[src/rtl/hazard_scoreboard_unit_pkg.sv]
// Shared constants and helpers for the ID-stage scoreboard hazard unit.
package hazard_scoreboard_unit_pkg;

  localparam int unsigned REG_ADDRESS_LEN_DEF = 4;
  localparam int unsigned NUM_SRC_DEF         = 3;
  localparam int unsigned LOAD_LATENCY_DEF    = 1;
  localparam int unsigned NOFWD_LATENCY_DEF   = 3;
  localparam int unsigned STALL_CNT_W_DEF     = 16;

  // Which pending-latency class a newly issued writer falls into.
  typedef enum logic [1:0] {
    LAT_NONE,
    LAT_LOAD,
    LAT_NOFWD
  } lat_sel_e;

  // Counter width able to hold the longest pending latency (never zero bits).
  function automatic int unsigned cnt_width(input int unsigned load_lat,
                                            input int unsigned nofwd_lat);
    int unsigned m;
    m = (load_lat > nofwd_lat) ? load_lat : nofwd_lat;
    if (m == 0) m = 1;
    return $clog2(m + 1);
  endfunction

endpackage

[src/rtl/hazard_scoreboard_unit_entry.sv]
// One scoreboard counter: counts down pending cycles, reloads with the larger of
// the new latency and the decremented value, holds while the pipeline is frozen.
module hazard_scoreboard_unit_entry #(
  parameter int unsigned CNT_W = 2
) (
  input  logic             clk,
  input  logic             rst_n,
  input  logic             freeze_i,
  input  logic             load_i,
  input  logic [CNT_W-1:0] load_val_i,
  output logic             busy_o
);

  logic [CNT_W-1:0] cnt_q;
  logic [CNT_W-1:0] cnt_d;
  logic [CNT_W-1:0] dec;

  // Next count: saturating decrement, then max-merge with a new pending write.
  always_comb begin
    dec   = (cnt_q == '0) ? '0 : cnt_q - CNT_W'(1);
    cnt_d = cnt_q;
    if (!freeze_i) begin
      cnt_d = dec;
      if (load_i && (load_val_i > dec)) cnt_d = load_val_i;
    end
  end

  // Counter register.
  always_ff @(posedge clk or negedge rst_n) begin
    if (!rst_n) cnt_q <= '0;
    else        cnt_q <= cnt_d;
  end

  assign busy_o = (cnt_q != '0);

endmodule

[src/rtl/hazard_scoreboard_unit.sv]
// ID-stage hazard unit: one pending-latency counter per register plus one for
// the CPSR flags; stalls ID while any used source is still in flight.
module hazard_scoreboard_unit
  import hazard_scoreboard_unit_pkg::*;
#(
  parameter int unsigned REG_ADDRESS_LEN = REG_ADDRESS_LEN_DEF,
  parameter int unsigned NUM_SRC         = NUM_SRC_DEF,
  parameter int unsigned LOAD_LATENCY    = LOAD_LATENCY_DEF,
  parameter int unsigned NOFWD_LATENCY   = NOFWD_LATENCY_DEF,
  parameter int unsigned STALL_CNT_W     = STALL_CNT_W_DEF
) (
  input  logic                               clk,
  input  logic                               rst_n,
  input  logic                               id_valid,
  input  logic [NUM_SRC*REG_ADDRESS_LEN-1:0] src_address,
  input  logic [NUM_SRC-1:0]                 src_used,
  input  logic                               reads_flags,
  input  logic [REG_ADDRESS_LEN-1:0]         dest_address,
  input  logic                               wb_en,
  input  logic                               is_load,
  input  logic                               sets_flags,
  input  logic                               forward_en,
  input  logic                               mem_freeze,
  input  logic                               flush,
  output logic                               hazard_detected,
  output logic [(2**REG_ADDRESS_LEN):0]      busy_mask,
  output logic [STALL_CNT_W-1:0]             stall_count
);

  localparam int unsigned NUM_REGS    = 2**REG_ADDRESS_LEN;
  localparam int unsigned FLAGS_INDEX = NUM_REGS;
  localparam int unsigned CNT_W       = cnt_width(LOAD_LATENCY, NOFWD_LATENCY);

  logic [NUM_REGS:0]        busy;
  logic [NUM_REGS:0]        load_en;
  logic                     src_hit;
  logic                     issue;
  lat_sel_e                 wr_sel;
  lat_sel_e                 flag_sel;
  logic [CNT_W-1:0]         wr_lat;
  logic [CNT_W-1:0]         flag_lat;
  logic [STALL_CNT_W-1:0]   stall_q;
  logic [STALL_CNT_W-1:0]   stall_d;

  function automatic logic [CNT_W-1:0] lat_value(input lat_sel_e sel);
    case (sel)
      LAT_LOAD:  return CNT_W'(LOAD_LATENCY);
      LAT_NOFWD: return CNT_W'(NOFWD_LATENCY);
      default:   return '0;
    endcase
  endfunction

  // Source-match OR tree against the pre-update counters, so an instruction
  // that reads its own destination never stalls on itself.
  always_comb begin
    src_hit = 1'b0;
    for (int unsigned i = 0; i < NUM_SRC; i++) begin
      if (src_used[i] && busy[{1'b0, src_address[i*REG_ADDRESS_LEN +: REG_ADDRESS_LEN]}])
        src_hit = 1'b1;
    end
    hazard_detected = id_valid & ~flush & (src_hit | (reads_flags & busy[FLAGS_INDEX]));
  end

  assign issue = id_valid & ~flush & ~hazard_detected & ~mem_freeze;

  // Latency of the issuing writer; flags behave like ALU results (no load class).
  always_comb begin
    if (!forward_en)  wr_sel = LAT_NOFWD;
    else if (is_load) wr_sel = LAT_LOAD;
    else              wr_sel = LAT_NONE;
    flag_sel = forward_en ? LAT_NONE : LAT_NOFWD;
    wr_lat   = lat_value(wr_sel);
    flag_lat = lat_value(flag_sel);
  end

  for (genvar r = 0; r < NUM_REGS; r++) begin : g_reg
    assign load_en[r] = issue & wb_en & (dest_address == REG_ADDRESS_LEN'(r));

    hazard_scoreboard_unit_entry #(.CNT_W(CNT_W)) u_entry (
      .clk        (clk),
      .rst_n      (rst_n),
      .freeze_i   (mem_freeze),
      .load_i     (load_en[r]),
      .load_val_i (wr_lat),
      .busy_o     (busy[r])
    );
  end

  assign load_en[FLAGS_INDEX] = issue & sets_flags;

  hazard_scoreboard_unit_entry #(.CNT_W(CNT_W)) u_flags_entry (
    .clk        (clk),
    .rst_n      (rst_n),
    .freeze_i   (mem_freeze),
    .load_i     (load_en[FLAGS_INDEX]),
    .load_val_i (flag_lat),
    .busy_o     (busy[FLAGS_INDEX])
  );

  // Saturating stall counter; frozen cycles are not counted as hazard stalls.
  always_comb begin
    stall_d = stall_q;
    if (hazard_detected && !mem_freeze && (stall_q != '1))
      stall_d = stall_q + STALL_CNT_W'(1);
  end

  // Stall counter register.
  always_ff @(posedge clk or negedge rst_n) begin
    if (!rst_n) stall_q <= '0;
    else        stall_q <= stall_d;
  end

  assign busy_mask   = busy;
  assign stall_count = stall_q;

endmodule

[config.mk]
export PLATFORM = sky130hd
export DESIGN_NAME = hazard_scoreboard_unit
export DESIGN_NICKNAME = d
export VERILOG_FILES = /design/src/rtl/hazard_scoreboard_unit_pkg.sv /design/src/rtl/hazard_scoreboard_unit_entry.sv /design/src/rtl/hazard_scoreboard_unit.sv
export SDC_FILE = /design/constraint.sdc
export NUM_CORES = 1
export LEC_CHECK = 0
export ABC_AREA = 1
export CAP_MARGIN = 10
export CORE_MARGIN = 10
export CORE_UTILIZATION = 52
export CTS_CLUSTER_SIZE = 24
export DETAILED_ROUTE_END_ITERATION = 8
export GPL_ROUTABILITY_DRIVEN = 0
export PLACE_DENSITY = 0.86
export SYNTH_ARGS = -nofsm -noshare
export SYNTH_HDL_FRONTEND = slang
export SYNTH_HIERARCHICAL = 1
export SYNTH_SLANG_ARGS = --single-unit
[constraint.sdc]
create_clock -name clk -period 2.25 [get_ports clk]
set_clock_uncertainty 0.15 [all_clocks]
set_input_delay 0.3375 -clock clk [delete_from_list [all_inputs] [get_ports clk]]
set_output_delay 0.3375 -clock clk [all_outputs]
set_load 0.03 [all_outputs]
==> flow_metrics.env, run 1 <==
export IMPL_status="complete, but fails checks"
export IMPL_violations="hold timing, setup timing"
export IMPL_htreeDepth=2
export IMPL_setup_viol=35
export IMPL_pre_cts_slack_ps=-462
export IMPL_crit_slowest_cell="dfrtp_1"
export IMPL_vias=5814
export IMPL_hold_class="in -> async"
export IMPL_wirelength_mm=16.3
export IMPL_drtIter0Drc=590
export IMPL_drc=0
export IMPL_critPathMaxStageDelay_ps=410
export IMPL_clock_latency_ps=330
export IMPL_path_max_fanout=5
export IMPL_synth_mux_area_frac=0
export IMPL_diodes=0
export IMPL_yosysSeqAreaShare=0.248
export IMPL_num_io_pins=63
export IMPL_maxSlewViolCount=0
export IMPL_grt_total_usage=0.203
export IMPL_cts_path_max_buffers=2
export IMPL_synth_compound_area_frac=0.0309
export IMPL_cts_sinks=50
export IMPL_drive_above_1_share=0.297
export IMPL_nets=1020
export IMPL_holdWs_ps=-22.6
export IMPL_syn_instance_count=802
export IMPL_crit_type="reg -> reg"
export IMPL_reg2reg_to="g_reg[15].u_entry/cnt_q[1]"
export IMPL_cp_cell_sequence="or2_4 > inv_4 > nand2_1 > nand3_1 > nand3_1 > nand3_2 > nand2_2 > nand2_2 > nand2_4 > nor2_8 > buf_12 > nand4_4 > nor2_4 > inv_2 > a21oi_4 > nand2_2 > nand2_1 > nand3_1 > nand2_1"
export IMPL_nFillCells=644
export IMPL_dp_cells=1066
export IMPL_grt_max_degree=51
export IMPL_cp_end_kind="flip-flop"
export IMPL_ir_worst_vdd_mv=0.404
export IMPL_synth_top_family_by_area="simple AND/OR/NAND/NOR gates"
export IMPL_synth_cell_types=32
export IMPL_antenna_found_initial=0
export IMPL_synth_adder_area_share=0.0867
export IMPL_firstDrtPassIters=6
export IMPL_area_growth_pct=39.0
export IMPL_worstPathArrival_ps=2760
export IMPL_worstMarginPinSlew_ps=705
export IMPL_synth_area_leaders="dfrtp_1 (25%), nand2_1 (20%), inv_1 (14%), nand3_1 (10%), ha_1 (8.7%)"
export IMPL_p_per_area_mw_per_mm2=342
export IMPL_dieWidth_um=119
export IMPL_yosys_area_share_simple=0.467
export IMPL_overflow=0
export IMPL_synth_xor_area_frac=0.0121
export IMPL_final_min_clock_period_ps=2640
export IMPL_drtAntennaViolNets=0
export IMPL_die_h_um=119
export IMPL_core_area_sq_mm=0.00937
export IMPL_syn_avg_cell_area_sq_um=6.30
export IMPL_port_buffers=62
export IMPL_fin_ws_ps=-392
export IMPL_dpl_hpwl_mm=10.4
export IMPL_p_leak_nw=4.02
export IMPL_final_util=0.750
export IMPL_die_area_sq_mm=0.0141
export IMPL_synth_warnings=6
export IMPL_crit_reg2reg_launch="g_reg[12].u_entry/cnt_q[1]"
export IMPL_slew_headroom=0.530
export IMPL_grt_pass1_wl_mm=24.6
export IMPL_fmax_mhz=378
export IMPL_cts_clk_slew_worst_paths_ps=110
export IMPL_synth_top_area_frac=0.248
export IMPL_cp_endpoint="g_reg[15].u_entry/cnt_q[1]"
export IMPL_cts_made_buffers=5
export IMPL_synth_net_count=866
export IMPL_cts_root_buf="clkbuf_8"
export IMPL_cp_start_kind="flip-flop"
export IMPL_maxCapViolations=0
export IMPL_cts_tree="built"
export IMPL_first_global_vias=5502
export IMPL_required_ps=2360
export IMPL_rrSetupSlack_ps=-390
export IMPL_yosys_area_top_type="dfrtp_1"
export IMPL_post_route_period_util=1.17
export IMPL_startpoint="g_reg[12].u_entry/cnt_q[1]"
export IMPL_post_drt_via_cell_ratio=5.35
export IMPL_fin_cells=1086
export IMPL_rows=35
export IMPL_hold_violations=22
export IMPL_worst_r2r_path_depth=19
export IMPL_ys_ff_latch=50
export IMPL_synth_area_sq_mm=0.00505
export IMPL_start_util=0.539
export IMPL_routedWlPerCell_um=15.1
export IMPL_rsz0062_at_grt="yes"
-- area by class of cell --
class                           instances  area [sq um]  area share
Tap cell                              129           161      0.0230
Sequential cell                        50          1250       0.178
Timing Repair Buffer                  154          1360       0.193
Multi-Input combinational cell        558          3400       0.484
Clock buffer                            5          68.8     0.00980
Inverter                              187           742       0.106
Clock inverter                          3          47.5     0.00677
-- registers in the layout (all words and copies together), names as in the netlist --
register / flops
g.u_entry/cnt_q: 32
stall_count: 16
u_flags_entry/cnt_q: 2
-- stage by stage --
stage	total power, mW	cell area, sq um	setup TNS [ps]
finish	2.40	7030	-10210
detailed placement	1.63	6430	-17080
floorplan	1.35	5100	-808
global placement	1.61	6430	-14880
global route	2.50	7030	-15820
CTS	2.36	6680	-5940
-- worst max-delay path, delay by kind of cell (launching register included) --
kind                   cells  cell delay, ps
buffers and inverters      3             280
AND/OR/NAND/NOR           15            1550
flip-flops                 1             410
AO/OA/AOI/OAI              1             180
-- layout by cell type (no fill, tap or decap), types with 2 or more instances in the layout --
cell,instances
nand2_1,246
inv_1,159
buf_4,86
nand3_1,74
nand2_2,57
clkdlybuf4s50_1,57
dfrtp_1,50
ha_1,35
nand3_2,33
nand4_1,24
or2_4,16
nor2_1,15
inv_2,14
inv_4,13
a21oi_2,10
nor2_2,9
a21oi_4,7
nor2_4,5
nand4_4,5
xor2_1,5
clkbuf_8,5
buf_6,5
nand2_4,3
buf_12,3
or2_2,2
nand3b_1,2
nor2_8,2
xnor2_1,2
nor3_1,2
buf_2,2
-- kinds of logic after synthesis --
family	Yosys count
DFF	50
and+or+nand+nor	498
AOI/OAI and AO/OA	18
adders and majority gates	35
xor gates and xnor gates	7
buffers and inverters	194
-- Yosys cell counts, drive strengths merged --
cell      n
nand2   306
inv     187
nand3   107
dfrtp    50
ha       35
nor2     31
nand4    29
or2      18
a21oi    17
buf       5
xor2      5
nor3      3
clkbuf    2
nand3b    2
xnor2     2
a21boi    1
and3      1
nor3b     1
-- how the worst min path moves through the flow --
stage / startpoint / to / slack, ps / depth (start not counted)
floorplan: rst_n / g_reg[0].u_entry/cnt_q[0] / -110 / 0
global placement: rst_n / g_reg[3].u_entry/cnt_q[1] / 350 / 2
detailed placement: rst_n / g_reg[3].u_entry/cnt_q[1] / 370 / 2
CTS: rst_n / stall_count[14] / 9 / 2
global route: rst_n / stall_count[11] / 40 / 2
finish: rst_n / stall_count[11] / -20 / 2
-- repair_timing --
item / 4_1_cts / 5_1_grt
gates resized for setup: 31 / 73
buffers inserted: 4 / 8
hold buffers: 0 / 0
pin swaps: 53 / 68
endpoints found under the setup margin: 40 / 51
-- power breakdown --
part / switching (mW) / leakage [nW] / internal [mW]
logic: 0.437 / 3.27 / 0.293
clock network: 0.368 / 0.0587 / 0.338
registers: 0.0379 / 0.695 / 0.927
total: 0.843 / 4.02 / 1.56
-- routing by layer --
layer,GRT usage,up-vias,share of wire
li1,-,2769,-
met1,0.233,2687,0.40
met2,0.360,289,0.49
met3,0.0290,69,0.070
met4,0.0992,0,0.044
met5,0,-,0
No activity file was read; power rests on OpenSTA's default activity.
==> run 2, diff against run 1 <==
- CORE_MARGIN: 10 -> default
- CORE_UTILIZATION: 52 -> 51
- SETUP_SLACK_MARGIN: default -> 0.3
- SYNTH_HIERARCHICAL: 1 -> default
==> run 2 against run 1 <==
The run still ends with hold timing, setup timing left. Synthesized cell count down 15%. Utilization up 0.39 points. Die area down 33%. Combinational power up 40%. Wire length up 16%. Synthesized area down 8.6%. First-iteration DRC count up 18%. Highest routed layer unchanged. Register-to-register slack better by 100 ps. Global-route usage up 14 points. Hold slack about the same.
==> flow_metrics.env, run 2 <==
export IMPL_synthFlopType="dfrtp_1"
export IMPL_largest_reg_flops=32
export IMPL_core_area_sq_mm=0.00876
export IMPL_path_buf_inv=3
export IMPL_maxCapViolations=0
export IMPL_syn_instance_count=683
export IMPL_wirelength_mm=18.9
export IMPL_fin_ws_ps=-329
export IMPL_overflow=0
export IMPL_die_area_sq_mm=0.00944
export IMPL_nFillCells=542
export IMPL_num_io_pins=63
export IMPL_routedWlPerCell_um=21.1
export IMPL_cp_start_kind="input port"
export IMPL_synth_cell_types=35
export IMPL_synth_warnings=0
export IMPL_p_per_area_mw_per_mm2=418
export IMPL_ir_worst_vdd_mv=0.531
export IMPL_path_max_fanout=16
export IMPL_cts_sinks=50
export IMPL_regMostFlops="g.u_entry.cnt_q"
export IMPL_nets=852
export IMPL_rows=34
export IMPL_hold_class="in -> async"
export IMPL_drtAntennaViolNets=0
export IMPL_cts_tree="built"
export IMPL_synth_common_cells="nand2_1 (197), inv_1 (101), nand3_1 (72)"
export IMPL_multi_input_area_sq_mm=0.00329
export IMPL_cp_end_kind="flip-flop"
export IMPL_regArea_sq_mm=0.00126
export IMPL_crit_family="buffers and inverters"
export IMPL_rsz0062_at_grt="yes"
export IMPL_critPathMaxStageDelay_ps=580
export IMPL_crit_type="in -> reg"
export IMPL_cts_root_buf="clkbuf_8"
export IMPL_final_cell_mix="nand2_1 (178), inv_1 (94), nand3_1 (63)"
export IMPL_first_global_vias=5552
export IMPL_htreeDepth=2
export IMPL_fin_cells=897
export IMPL_area_growth_pct=43.0
export IMPL_cpMostUsedCell="nand2_1"
export IMPL_dp_cells=847
export IMPL_synth_net_count=747
export IMPL_status="complete, but fails checks"
export IMPL_post_drt_via_cell_ratio=6.52
export IMPL_hold_violations=11
export IMPL_violations="hold timing, setup timing"
export IMPL_ys_ff_latch=50
export IMPL_crit_slowest_cell="a2111oi_4"
export IMPL_drc=0
export IMPL_maxSlewViolCount=0
export IMPL_yosys_area_top_type="dfrtp_1"
export IMPL_async_reset_ff_frac=1.00
export IMPL_antenna_found_initial=0
export IMPL_required_ps=2360
export IMPL_final_min_clock_period_ps=2580
export IMPL_holdWs_ps=-22.4
export IMPL_cp_cell_sequence="clkdlybuf4s50_1 > buf_4 > inv_6 > ha_1 > a2111oi_4 > nand4_1 > nand2_1 > nand3_1 > nand2_1"
export IMPL_syn_avg_cell_area_sq_um=6.76
export IMPL_worstMarginPinSlew_ps=694
export IMPL_post_route_period_util=1.15
export IMPL_dieWidth_um=97.1
export IMPL_grt_total_usage=0.346
export IMPL_synth_top_area_frac=0.271
export IMPL_synth_edf_count=0
export IMPL_die_h_um=97.1
export IMPL_fmax_mhz=388
export IMPL_grt_max_degree=51
export IMPL_diodes=0
export IMPL_port_buffers=62
export IMPL_p_leak_nw=3.35
export IMPL_cts_made_buffers=5
export IMPL_layout_commonest_cell="nand2_1"
export IMPL_synth_most_common_cell="nand2_1"
export IMPL_clock_latency_ps=330
export IMPL_firstDrtPassIters=6
export IMPL_dpl_hpwl_mm=9.89
export IMPL_vias=5851
export IMPL_drive_above_1_share=0.246
export IMPL_synth_area_leaders="dfrtp_1 (27%), nand2_1 (16%), ha_1 (9.5%), inv_1 (8.2%), nand3_1 (7.8%)"
export IMPL_synth_area_sq_mm=0.00462
export IMPL_cts_clk_slew_worst_paths_ps=110
export IMPL_drtIter0Drc=696
export IMPL_yosysSeqAreaShare=0.271
export IMPL_start_util=0.527
export IMPL_worstPathArrival_ps=2690
export IMPL_setup_viol=51
export IMPL_cts_path_max_buffers=2
export IMPL_slew_headroom=0.537
export IMPL_grt_pass1_wl_mm=26.5
## run 2: layer usage
metal / routed length (um) / track usage
met3: 2300 / 0.0583
met1: 6610 / 0.403
met2: 8580 / 0.576
met4: 1460 / 0.245
met5: 0 / 0
## run 2: through the flow
stage / power [mW] / utilization / setup TNS (ps) / instance area [sq um] / setup slack [ps]
CTS: 2.57 / 0.704 / -479 / 6170 / -44.6
floorplan: 1.51 / - / 0 / 5000 / 242
finish: 2.76 / 0.754 / -9680 / 6600 / -329
global route: 2.84 / 0.754 / -12700 / 6600 / -388
global placement: 1.80 / 0.657 / -10890 / 5760 / -246
detailed placement: 1.83 / 0.657 / -12830 / 5760 / -329
## run 2: final timing paths
check                                           start                    endpoint  slack [ps]  depth (start not counted)
setup reg to reg           g_reg[12].u_entry.cnt_q[1]  g_reg[12].u_entry.cnt_q[1]        -290                         15
hold reg to reg                        stall_count[2]              stall_count[2]         350                          1
min in group clk                       stall_count[2]              stall_count[2]         350                          1
max in group asynchronous                       rst_n   g_reg[1].u_entry.cnt_q[0]        1450                          2
setup / recovery                           forward_en   g_reg[7].u_entry.cnt_q[1]        -330                          9
hold / removal                                  rst_n      u_flags_entry.cnt_q[0]         -20                          2
## run 2: power by group
| part | internal, mW | leakage, nW | switching [mW] |
|---|---|---|---|
| clock | 0.367 | 0.0618 | 0.358 |
| sequential | 0.951 | 0.661 | 0.0620 |
| combinational | 0.404 | 2.63 | 0.620 |
## run 2: kinds of logic (layout without fill, tap and decap cells)
| logic type | after synthesis | in the layout | share of synthesized area |
|---|---|---|---|
| compound gates | 48 | 48 | 0.0718 |
| flops | 50 | 50 | 0.271 |
| simple gates | 388 | 390 | 0.387 |
| buf+inv | 148 | 252 | 0.149 |
| fa+ha+maj | 35 | 35 | 0.0949 |
| xor+xnor | 14 | 14 | 0.0266 |
## run 2: layout make-up
| cell class | count | share of cell area |
|---|---|---|
| Clock inverter | 2 | 0.00587 |
| Timing Repair Buffer | 138 | 0.208 |
| Tap cell | 108 | 0.0205 |
| Clock buffer | 6 | 0.0125 |
| Multi-Input combinational cell | 487 | 0.499 |
| Inverter | 106 | 0.0631 |
| Sequential cell | 50 | 0.191 |
## run 2: repair_timing
item                                    4_1_cts  5_1_grt
setup buffers                                17       19
pin swaps                                    14       39
resized for setup                            65       68
endpoints found under the setup margin       70       59
cloned                                        3        3
hold endpoints to repair                      0        0
hold buffers                                  0        0
